[src/rtl/serial_adder.sv]
// rtl/serial_adder.sv - bit-serial adder, one sum bit per clock, LSB first
// IDLE -> RUN (WIDTH cycles) -> DONE (one-cycle done pulse) -> IDLE.
module serial_adder #(
  parameter int WIDTH = 8
) (
  input  logic             clk,
  input  logic             rst,
  input  logic             start,
  input  logic [WIDTH-1:0] a,
  input  logic [WIDTH-1:0] b,
  input  logic             cin,
  output logic             busy,
  output logic             done,
  output logic [WIDTH-1:0] sum,
  output logic             cout
);

  localparam int CW = $clog2(WIDTH) + 1;
  localparam logic [CW-1:0] LAST = CW'(WIDTH - 1);

  typedef enum logic [1:0] {
    IDLE = 2'd0,
    RUN  = 2'd1,
    DONE = 2'd2
  } state_t;

  state_t           state;
  logic [WIDTH-1:0] a_sr;
  logic [WIDTH-1:0] b_sr;
  logic [WIDTH-1:0] res_sr;
  logic             carry;
  logic [CW-1:0]    cnt;

  logic             s_bit;
  logic             c_next;
  logic [WIDTH-1:0] res_next;

  // Full adder on the operand LSBs; the new bit enters the result MSB so
  // that after WIDTH shifts the first (LSB) bit has reached bit 0.
  always_comb begin
    s_bit    = a_sr[0] ^ b_sr[0] ^ carry;
    c_next   = (a_sr[0] & b_sr[0]) | (carry & (a_sr[0] ^ b_sr[0]));
    res_next = {s_bit, res_sr[WIDTH-1:1]};
  end

  always_ff @(posedge clk or posedge rst) begin
    if (rst) begin
      state  <= IDLE;
      a_sr   <= '0;
      b_sr   <= '0;
      res_sr <= '0;
      carry  <= 1'b0;
      cnt    <= '0;
      busy   <= 1'b0;
      done   <= 1'b0;
      sum    <= '0;
      cout   <= 1'b0;
    end else begin
      case (state)
        IDLE: begin
          done <= 1'b0;
          if (start) begin
            a_sr   <= a;
            b_sr   <= b;
            carry  <= cin;
            res_sr <= '0;
            cnt    <= '0;
            busy   <= 1'b1;
            state  <= RUN;
          end
        end
        RUN: begin
          res_sr <= res_next;
          a_sr   <= a_sr >> 1;
          b_sr   <= b_sr >> 1;
          carry  <= c_next;
          cnt    <= cnt + CW'(1);
          // Results are published on the WIDTH-th RUN edge only.
          if (cnt == LAST) begin
            sum   <= res_next;
            cout  <= c_next;
            done  <= 1'b1;
            busy  <= 1'b0;
            state <= DONE;
          end
        end
        DONE: begin
          done  <= 1'b0;
          state <= IDLE;
        end
        default: begin
          busy  <= 1'b0;
          done  <= 1'b0;
          state <= IDLE;
        end
      endcase
    end
  end

endmodule

[config.mk]
export PLATFORM = sky130hd
export DESIGN_NAME = serial_adder
export DESIGN_NICKNAME = d
export VERILOG_FILES = /design/src/rtl/serial_adder.sv
export SDC_FILE = /design/constraint.sdc
export NUM_CORES = 1
export LEC_CHECK = 0
export ABC_AREA = 1
export CAP_MARGIN = 25
export CORE_ASPECT_RATIO = 1.1
export CORE_UTILIZATION = 50
export CTS_CLUSTER_DIAMETER = 50
export DETAILED_ROUTE_END_ITERATION = 16
export HOLD_SLACK_MARGIN = 0.15
export PLACE_DENSITY = 0.76
export SLEW_MARGIN = 10
export SYNTH_ARGS = -nofsm -noshare
export SYNTH_HDL_FRONTEND = slang
export SYNTH_SLANG_ARGS = --single-unit
[constraint.sdc]
create_clock -name clk -period 3.55 [get_ports clk]
set_input_delay 0.355 -clock clk [delete_from_list [all_inputs] [get_ports clk]]
set_output_delay 0.355 -clock clk [all_outputs]
set_load 0.01 [all_outputs]
== Word level (Yosys, flattened, before mapping) ==
Cells that the tools add are included.

* Add/sub/neg operators: 1
* Equality and inequality tests: 5
* Muxes and demuxes: 18
* Bitwise logic cells: 6
* Reductions and logical operators: 6

{| class="wikitable"
|+ Operators with widths
! cell !! count
|-
| 8-bit one-hot mux with 2 select lines || 3
|-
| 8-bit two-way mux || 3
|-
| 4-bit one-hot mux with 2 select lines || 1
|-
| 2-bit AND reduction || 3
|-
| 1-bit two-way mux || 5
|-
| 4-bit by 1-bit adder with 4-bit output (second input constant) || 1
|-
| 4-bit by 3-bit == test with 1-bit output (second input constant) || 1
|-
| 2-bit two-way mux || 2
|-
| 4-bit two-way mux || 1
|-
| 2-bit inequality test (second input constant) || 2
|-
| 2-bit one-hot mux with 2 select lines || 1
|-
| 1-bit one-hot mux with 3 select lines || 1
|-
| 3-bit AND reduction || 1
|-
| 1-bit bitwise AND || 2
|-
| 2-bit by 1-bit == test with 1-bit output (second input constant) || 1
|-
| 2-bit == test (second input constant) || 1
|-
| 2-bit zero test || 1
|-
| 1-bit one-hot mux with 2 select lines || 1
|-
| 2-bit nonzero test || 1
|-
| 1-bit bitwise XOR || 2
|-
| 1-bit NOT || 1
|-
| 1-bit OR || 1
|}

* Bits in registers: 42
* Bits of input ports: 20
* Output and inout port bits: 11

== Longest topological paths before layout ==
* Depth in word-level cells: 4
* Depth in mapped cells: 6

== Worst setup path after synthesis ==
No wires, ideal clock.

* Path kind: reg2reg
* From: register cnt[0]
* To: register sum[7]
* Arrival time: 0.995 ns
* Required time: 3.433 ns
* Path slack: 2.439 ns
* Cell stages (with the launch flop): 7
* Buffers on the path: 0
* Cells stage by stage: dfrtp_1 > ha_1 > nand2_2 > nor2_4 > nand2_4 > nand2_1 > nand2_1

* Longest elaborated chain between the ends: 2

{| class="wikitable"
|+ RTL lines
! element !! RTL line !! text
|-
| start: declaration || 32 || <nowiki>logic [CW-1:0] cnt;</nowiki>
|-
| start signal: assignment || 77 || <nowiki>cnt <= cnt + CW'(1);</nowiki>
|-
| 4-bit by 3-bit == test with 1-bit output || 79 || <nowiki>if (cnt == LAST) begin</nowiki>
|-
| 2-bit AND reduction (no line) || - ||
|-
| end signal: assignment || 80 || <nowiki>sum <= res_next;</nowiki>
|-
| end: declaration || 14 || <nowiki>output logic [WIDTH-1:0] sum,</nowiki>
|}

No other way between the ends.
A chain may end at the register's enable or synchronous reset.

== Worst setup path in the final report ==
* From: register cout
* To: output port cout

{| class="wikitable"
|+ RTL lines
! element !! RTL line !! text
|-
| start: declaration || 15 || <nowiki>output logic cout</nowiki>
|-
| start signal: assignment || 81 || <nowiki>cout <= c_next;</nowiki>
|}

No word-level cell between the ends.

==> results.json <==
{
  "cts_buffers": 5,
  "clkSlewWorstSetupHoldPaths_ns": 0.12,
  "grt_pass1_vias": 1200,
  "grt_overflow_total": 0,
  "power_leakage_nw": 1.07,
  "drive_gt1_share_pct": 9.13,
  "period_minus_slack_ns": 1.61,
  "dieArea_mm2": 0.00386,
  "areaGrowthSynthToFinish_pct": 21.7,
  "synth_fp_nets": 221,
  "start_util_pct": 53.4,
  "cts_setup_buffers": 0,
  "setup_viol": 0,
  "cpPeakStageDelay_ns": 0.54,
  "relSlewSlack_pct": 66.7,
  "synth_top_area_share_pct": 56.7,
  "power.density_mw_per_mm2": 807,
  "route.vias.total": 1367,
  "viasPerCell": 4.92,
  "fin_skew_ns": 0.0132,
  "track_usage_pct": 18.5,
  "worstPathCellList": "clkdlybuf4s50_1",
  "maxCapViolations": 0,
  "cts.sinks": 41,
  "drt_pass1_iterations": 4,
  "start_kind": "register",
  "syn_avg_cell_area_um2": 9.09,
  "crit_path_end_kind": "output port",
  "ant_nets": 0,
  "slew_viol_final": 0,
  "wl_per_cell_um": 11.4,
  "status": "complete, no violations",
  "cp_slowest_cell": "clkdlybuf4s50_1",
  "synth_cell_types": 21,
  "grt_pass1_wl_um": 5280,
  "cts_tree": "done",
  "tightest_slew_ns": 0.500,
  "num_io_pins": 31,
  "ys_ff_latch": 41,
  "holdCritPathClass": "primary input to asynchronous set/reset pin",
  "peakVddDrop_mv": 0.467,
  "gp_congestion": 0.765,
  "critical_path_required_ns": 3.19,
  "die_w_um": 59.3,
  "path_max_fanout": 2,
  "core_mm2": 0.00339,
  "setup_tns_ns": 0,
  "htreeDepth": 2,
  "port_buffers": 30,
  "crit_type": "register to output port",
  "rsz0062_at_grt": "false",
  "nets": 251,
  "final_core_utilization_pct": 65.0,
  "clk_latency_ns": 0.35,
  "critPathArrivalTime_ns": 1.26,
  "synth_seq_area_share_pct": 56.7,
  "die_h_um": 65.1,
  "ctsResizeCount": 0,
  "synth.area.top_cells": "dfrtp_1 57%, nand2_1 15%, nand3_1 11%",
  "synth_cells": 199,
  "syn_area_mm2": 0.00181,
  "first_iter_violations": 88,
  "hold_viol_final": 0,
  "finalCritPeriodShare_pct": 45.5,
  "dp_hpwl_um": 2070,
  "grt_max_degree": 42,
  "hold_buffers": 0,
  "remaining_drc_errors": 0,
  "diodes": 0,
  "drt_wl_total_um": 3170,
  "fp-row-count": 22,
  "cts-root-buf": "clkbuf_4",
  "fill_cells": 294,
  "yosysTopAreaCell": "dfrtp_1",
  "ys_warn_count": 0,
  "worst-path-buf-inv": 1,
  "fmax_mhz": 620,
  "antenna_found_initial": 0,
  "path_delay_family": "buffers and inverters",
  "clockBufferDepth": 2
}
[placed cells by master, fill, tap and decap left out, drive strengths merged, types with 4 or more instances in the layout]
cell type	synthesis	layout
clkbuf	0	7
clkdlybuf4s50	0	30
dfrtp	41	41
inv	12	12
nand2	79	79
nand3	40	40
nor2	7	7
o21ai	4	4
o22ai	4	4
[metal layers]
layer  track usage (%)  wire length [um]  vias up
li1                  -                 -      704
met1              25.5              1520      622
met2              27.7              1450       37
met3              5.99               168        4
met4              5.36                32        0
met5                 0                 0        -
[path summary, 6_finish.rpt]
path / startpoint / end / slack (ns) / depth (start not counted)
worst max-delay path: cout / cout / 1.94 / 1
worst min-delay path: rst / state[1] / 0.43 / 3
worst max register to register: state[1] / sum[3] / 2.14 / 6
worst min register to register: res_sr[2] / sum[1] / 0.49 / 2
max in group asynchronous: rst / res_sr[3] / 2.78 / 3
min in group clk: res_sr[2] / sum[1] / 0.49 / 2
[where the power goes]
group	internal, W	switching, W
Sequential	0.000663	0.000130
Clock	0.000168	0.000145
Combinational	0.000291	0.000378
[cell type report]
cell class	count	area [um2]	share of cell area [%]
Sequential cell	41	1030	46.6
Multi-Input combinational cell	138	671	30.5
Timing Repair Buffer	31	308	14.0
Tap cell	48	60.1	2.73
Clock buffer	7	55.1	2.50
Inverter	12	50.0	2.28
Clock inverter	1	30.0	1.37
[per-stage QoR]
step           setup WS [ns]  total power, W  cells  hold WS (ns)  instance area, um2
6_report                1.94         0.00178    278         0.429                2200
5_1_grt                 1.87         0.00191    278         0.463                2200
4_1_cts                 1.91         0.00179    278         0.439                2200
3_5_place_dp            2.09         0.00148    270         0.462                2110
3_3_place_gp            2.10         0.00145    270         0.453                2110
2_1_floorplan           2.25         0.00128    199         0.442                1810
[flip-flops by register name, summed over array words and instances, names as in the netlist]
register,cells
cout,1
carry,1
a_sr,8
busy,1
done,1
sum,8
b_sr,8
res_sr,7
cnt,4
state,2
[tightest hold or removal path: stages]
cell             delay, ns
clkdlybuf4s50_1       0.40
inv_1                 0.05
buf_4                 0.42
[cell families after synthesis]
group	synth area share, %
AO/OA/AOI/OAI	2.98
adder cells (fa/ha/maj)	1.80
buffers and inverters	6.16
AND/OR/NAND/NOR	32.3
flip-flops	56.7
[cell usage after synthesis]
master / n
a21oi_2: 1
buf_2: 4
buf_4: 1
buf_6: 3
dfrtp_1: 41
fa_1: 1
ha_1: 1
inv_1: 9
inv_2: 1
inv_4: 2
nand2_1: 73
nand2_2: 2
nand2_4: 4
nand3_1: 39
nand3_2: 1
nand4_1: 1
nor2_1: 5
nor2_4: 2
o21ai_0: 2
o21ai_1: 2
o22ai_1: 4
(Power assumes the default switching activity.)
==> RTL change 1, RTL diff (config.mk and constraints unchanged) <==
Make the reset (`rst`) synchronous in one clocked block.
--- a/src/rtl/serial_adder.sv
+++ b/src/rtl/serial_adder.sv
@@ -43,7 +43,7 @@
     res_next = {s_bit, res_sr[WIDTH-1:1]};
   end
 
-  always_ff @(posedge clk or posedge rst) begin
+  always_ff @(posedge clk) begin
     if (rst) begin
       state  <= IDLE;
       a_sr   <= '0;
Behaviour: differs if rst is asserted again (counterexample within 4 cycles, from zero or initial values and one cycle with rst high); with rst held inactive, the same outputs for 10 cycles.
==> RTL change 1 against the unedited design <==
Cell area up 0.17%. Sequential cell count unchanged. Die area up 0.27%. Count of clock-buffer cells in the layout down 2. Routed wire length up 18%. Area after synthesis up 0.28%. Setup slack worse by 0.27 ns.
Power is not compared: it rests on default switching activity, and its combinational part moved more than twofold at a synthesized area within 25%.
==> RTL change 1: results (changes against the unedited design) <==
Cells and area:
- The layout cell share with drive strength beyond 1 is 6.69% (was 9.13%).
- The final core area utilization is 65.1% (was 65.0%).
- The fill cell total of the finished layout is 314 (was 294).
- The final net count is 305 (was 251).

Setup path:
- The worst setup slack for register-to-register paths was 1.85 ns (was 2.14 ns).
- The end of the worst register-to-register path was sum[3]$_SDFFE_PP0P_ (was sum[3]$_DFFE_PP0P_).
- The biggest fanout along the worst timing path came to 29 (was 2).
- The launching point of the worst reg2reg path is state[0]$_SDFFE_PP0P_ (was state[1]$_DFFE_PP0P_).
- The depth of the worst register-to-register path came to 7 (was 6).
- The maximum cell stage delay along the critical path is 0.76 ns (was 0.54 ns).
- The cell type of the slowest stage on the worst timing path is sky130_fd_sc_hd__inv_1 (was sky130_fd_sc_hd__clkdlybuf4s50_1).

Synthesis:
- Dominant cells by area after synthesis: sky130_fd_sc_hd__dfxtp_1, sky130_fd_sc_hd__nand2_1, sky130_fd_sc_hd__nor2_1, sky130_fd_sc_hd__nand3_1, sky130_fd_sc_hd__inv_1 (was sky130_fd_sc_hd__dfrtp_1, sky130_fd_sc_hd__nand2_1, sky130_fd_sc_hd__nand3_1, sky130_fd_sc_hd__nand2_4, sky130_fd_sc_hd__inv_1).
- The synthesized net count was 280 (was 221).
- The synthesized instance count is 258 (was 199).
- The number of distinct standard cells referenced by the synthesized netlist is 22 (was 21).
- The sequential fraction of the synthesis area is 45.3% (was 56.7%).
- The commonest register cell after synthesis is sky130_fd_sc_hd__dfxtp_1 (was sky130_fd_sc_hd__dfrtp_1).

Drt:
- The average vias per placed instance is 4.90 (was 4.92).
- The number of DRC violations after detailed-routing iteration 0 is 89 (was 88).
- The detailed-route via count was 1628 (was 1367).
- The total detailed-routing wirelength is 3760 um (was 3170 um).

Place:
- The total half-perimeter wirelength after legalization and detailed placement came to 2460 um (was 2070 um).
- The last weighted congestion value of the routability-driven placer is 0.808 (was 0.765).
- The worst setup slack before clock tree synthesis came to 1.32 ns (was 2.09 ns).
- The cell area reported after detailed placement is 2100 um2 (was 2110 um2).

Global route:
- The global-route wire length before repair is 6420 um (was 5280 um).
- The number of global-route vias before repair is 1515 (was 1200).
- The global-route met2 utilization came to 37.8% (was 27.7%).
- The fraction of met1 tracks used by global routing is 25.6% (was 25.5%).
- The overall routing resource usage is 21.9% (was 18.5%).
- The met3 capacity usage during global routing is 5.91% (was 5.99%).

Timing:
- The worst hold slack across all endpoints is 0.468 ns (was 0.429 ns).
- The setup clock skew after layout is 0.00971 ns (was 0.0132 ns).
- The slew of the pin with the lowest slew margin is 0.878 ns (was 0.500 ns).

Worst hold path:
- The class of the tightest hold or removal check is register to register (was input port to asynchronous set/reset pin).

Run status:
- Run status: finished, final reports clean (unchanged).
## RTL change 1: cell count changes in the layout (fill, tap and decap cells not counted), sizes merged, moves of 2 or more
cell    delta
a21oi      +3
nand2      -3
nor2      +46
dfrtp     -41
dfxtp     +41
clkinv     +2
nand3b     +3
clkbuf     -2
o22ai      +3
nand3     -10
inv       +12
## RTL change 1: kinds of logic (layout without fill, tap and decap cells)
group	Yosys count	count (layout)	share of synthesized area (%)
simple gates	162	162	38.4
flops	41	41	45.3
buf+inv	37	63	9.46
compound gates	16	16	5.04
fa+ha+maj	2	2	1.79
## RTL change 1: layer usage
layer	up-vias	part of all wire (%)	wire length (um)
met5	-	0	0
met3	6	6.0	227
li1	852	-	-
met1	721	46	1720
met2	49	47	1770
met4	0	1.1	40
## RTL change 1: layout make-up
type                    instances  share of cell area [%]
flip-flops and latches         41                    37.3
multi-input cells             180                    37.3
repair buffers                 30                    13.6
inverters                      25                    4.49
clock inverters                 3                    2.95
well taps                      48                    2.73
clock buffers                   5                    1.70
## RTL change 1: worst max path at each step
stage / start / end / slack, ns
floorplan: cnt[0]$_SDFFE_PP0P_ / sum[3]$_SDFFE_PP0P_ / 2.39
global placement: rst / res_sr[4]$_SDFFE_PP0P_ / 1.33
detailed placement: rst / cnt[0]$_SDFFE_PP0P_ / 1.32
CTS: start / a_sr[6]$_SDFFE_PP0P_ / 1.67
global route: rst / res_sr[3]$_SDFFE_PP0P_ / 1.50
finish: rst / cnt[0]$_SDFFE_PP0P_ / 1.66
## RTL change 1: where the power goes
part	internal, mW	switching (mW)	total (mW)
logic	0.0433	0.0617	0.105
clock network	0.218	0.161	0.379
registers	0.477	0.0108	0.487
total	0.738	0.233	0.971
==> RTL change 2, RTL diff (same settings) <==
Without the edit above. `WIDTH`: 8 -> 4.
--- a/src/rtl/serial_adder.sv
+++ b/src/rtl/serial_adder.sv
@@ -1,7 +1,7 @@
 // rtl/serial_adder.sv - bit-serial adder, one sum bit per clock, LSB first
 // IDLE -> RUN (WIDTH cycles) -> DONE (one-cycle done pulse) -> IDLE.
 module serial_adder #(
-  parameter int WIDTH = 8
+  parameter int WIDTH = 4
 ) (
   input  logic             clk,
   input  logic             rst,
Ports: changed (resized a, b and sum); port bits go from 31 to 19. No check against the original RTL was run, so the function may have changed too.
==> RTL change 2 against the unedited design <==
Cell area decreased by 35%. Total power decreased by 33%. Worst hold slack got worse by 0.087 ns. Area after synthesis decreased by 34%. Routed wire length decreased by 38%. Sequential cell count decreased by 17. Setup slack improved by 0.033 ns. Global-route usage decreased by 1.0 points.
==> RTL change 2: results (changes against the unedited design) <==
Synthesis:
- The sequential fraction of the synthesis area is 50.6% (was 56.7%).
- Dominant cells by area after synthesis: sky130_fd_sc_hd__dfrtp_1, sky130_fd_sc_hd__nand2_1, sky130_fd_sc_hd__inv_1, sky130_fd_sc_hd__nand3_2, sky130_fd_sc_hd__o21ai_0 (was sky130_fd_sc_hd__dfrtp_1, sky130_fd_sc_hd__nand2_1, sky130_fd_sc_hd__nand3_1, sky130_fd_sc_hd__nand2_4, sky130_fd_sc_hd__inv_1).
- The post-synthesis average cell area is 8.93 um2 (was 9.09 um2).
- The synthesized net count is 148 (was 221).

Setup path:
- The launching point of the worst reg2reg path is state[0]$_DFFE_PP0P_ (was state[1]$_DFFE_PP0P_).
- The worst setup slack for register-to-register paths was 2.12 ns (was 2.14 ns).
- The launching element of the worst setup path was sum[1]$_DFFE_PP0P_ (was cout$_DFFE_PP0P_).
- The end of the worst register-to-register path was sum[2]$_DFFE_PP0P_ (was sum[3]$_DFFE_PP0P_).
- The arrival time reported for the critical path endpoint was 1.23 ns (was 1.26 ns).
- The depth of the worst register-to-register path is 5 (was 6).

Timing:
- The worst hold slack across all endpoints is 0.342 ns (was 0.429 ns).
- The period utilization is 44.5% (was 45.5%).
- The setup clock skew after layout is 0.00562 ns (was 0.0132 ns).

Run status:
- Run status: finished, final reports clean (unchanged).

Place:
- The worst setup slack before clock tree synthesis was 2.01 ns (was 2.09 ns).
- The total half-perimeter wirelength after legalization and detailed placement is 1390 um (was 2070 um).
- The last weighted congestion value of the routability-driven placer was 0.770 (was 0.765).

Drt:
- The detailed-route via count is 843 (was 1367).
- The total detailed-routing wirelength came to 1970 um (was 3170 um).
- The wire length per cell after detailed routing is 10.7 um (was 11.4 um).
- The number of DRC violations after detailed-routing iteration 0 was 10 (was 88).

Global route:
- The number of global-route vias before repair is 763 (was 1200).
- The largest net degree at the start of global routing is 25 (was 42).

Cells and area:
- The layout cell share with drive strength beyond 1 is 14.4% (was 9.13%).
- The layout sequential cell count is 24 (was 41).
- The number of multi-input combinational cells was 80 (was 138).
- The clock tree cell share of total cell area is 2.54% (was 3.87%).
- The number of logic inverters in the finished layout is 26 (was 12).
- The total of plain and repair buffers excluding clock buffers came to 19 (was 31).
- The non-clock buffering overhead in the final layout is 13.7% (was 14.0%).
- The fill cell total of the finished layout is 184 (was 294).
- The combined area of the multi-input logic cells is 457 um2 (was 671 um2).
- The final core area utilization came to 63.3% (was 65.0%).
- The sequential cell area share came to 42.1% (was 46.6%).
- The final net count is 169 (was 251).

Pwr:
- The flip-flop and latch power is 0.487 mW (was 0.794 mW).
- The peak supply drop is 374 uV (was 467 uV).
- The share of total power in sequential cells is 41.0% (was 44.7%).
- The static leakage is 0.748 nW (was 1.07 nW).
- The switching power share of the total is 40.7% (was 36.8%).

Floorplanning:
- The area inside the core boundary was 2250 um2 (was 3390 um2).

Clock tree:
- The deepest level of the CTS H-tree is 1 (was 2).
[RTL change 2: cell count changes after synthesis, sizes merged, moves of 4 or more]
cell,change
nand3,-26
dfrtp,-17
o22ai,-4
inv,+14
nand2,-36
o21ai,+8
buf,-5
[RTL change 2: routing by layer]
metal | track usage, % | vias to the layer above | wire length (um) | share of wire, %
li1 | - | 443 | - | -
met1 | 20.6 | 384 | 879 | 45
met2 | 31.5 | 12 | 1010 | 51
met3 | 2.59 | 4 | 46 | 2.3
met4 | 8.82 | 0 | 29 | 1.5
met5 | 0 | - | 0 | 0
[RTL change 2: cell families (layout without fill, tap and decap cells)]
kind of cell             Yosys count  count (layout)  share of synthesized area (%)
buffers and inverters             29              49                           11.0
AO/OA/AOI/OAI                     13              13                           7.06
flip-flops                        24              24                           50.6
AND/OR/NAND/NOR                   64              64                           27.6
adder cells (fa/ha/maj)            3               3                           3.79
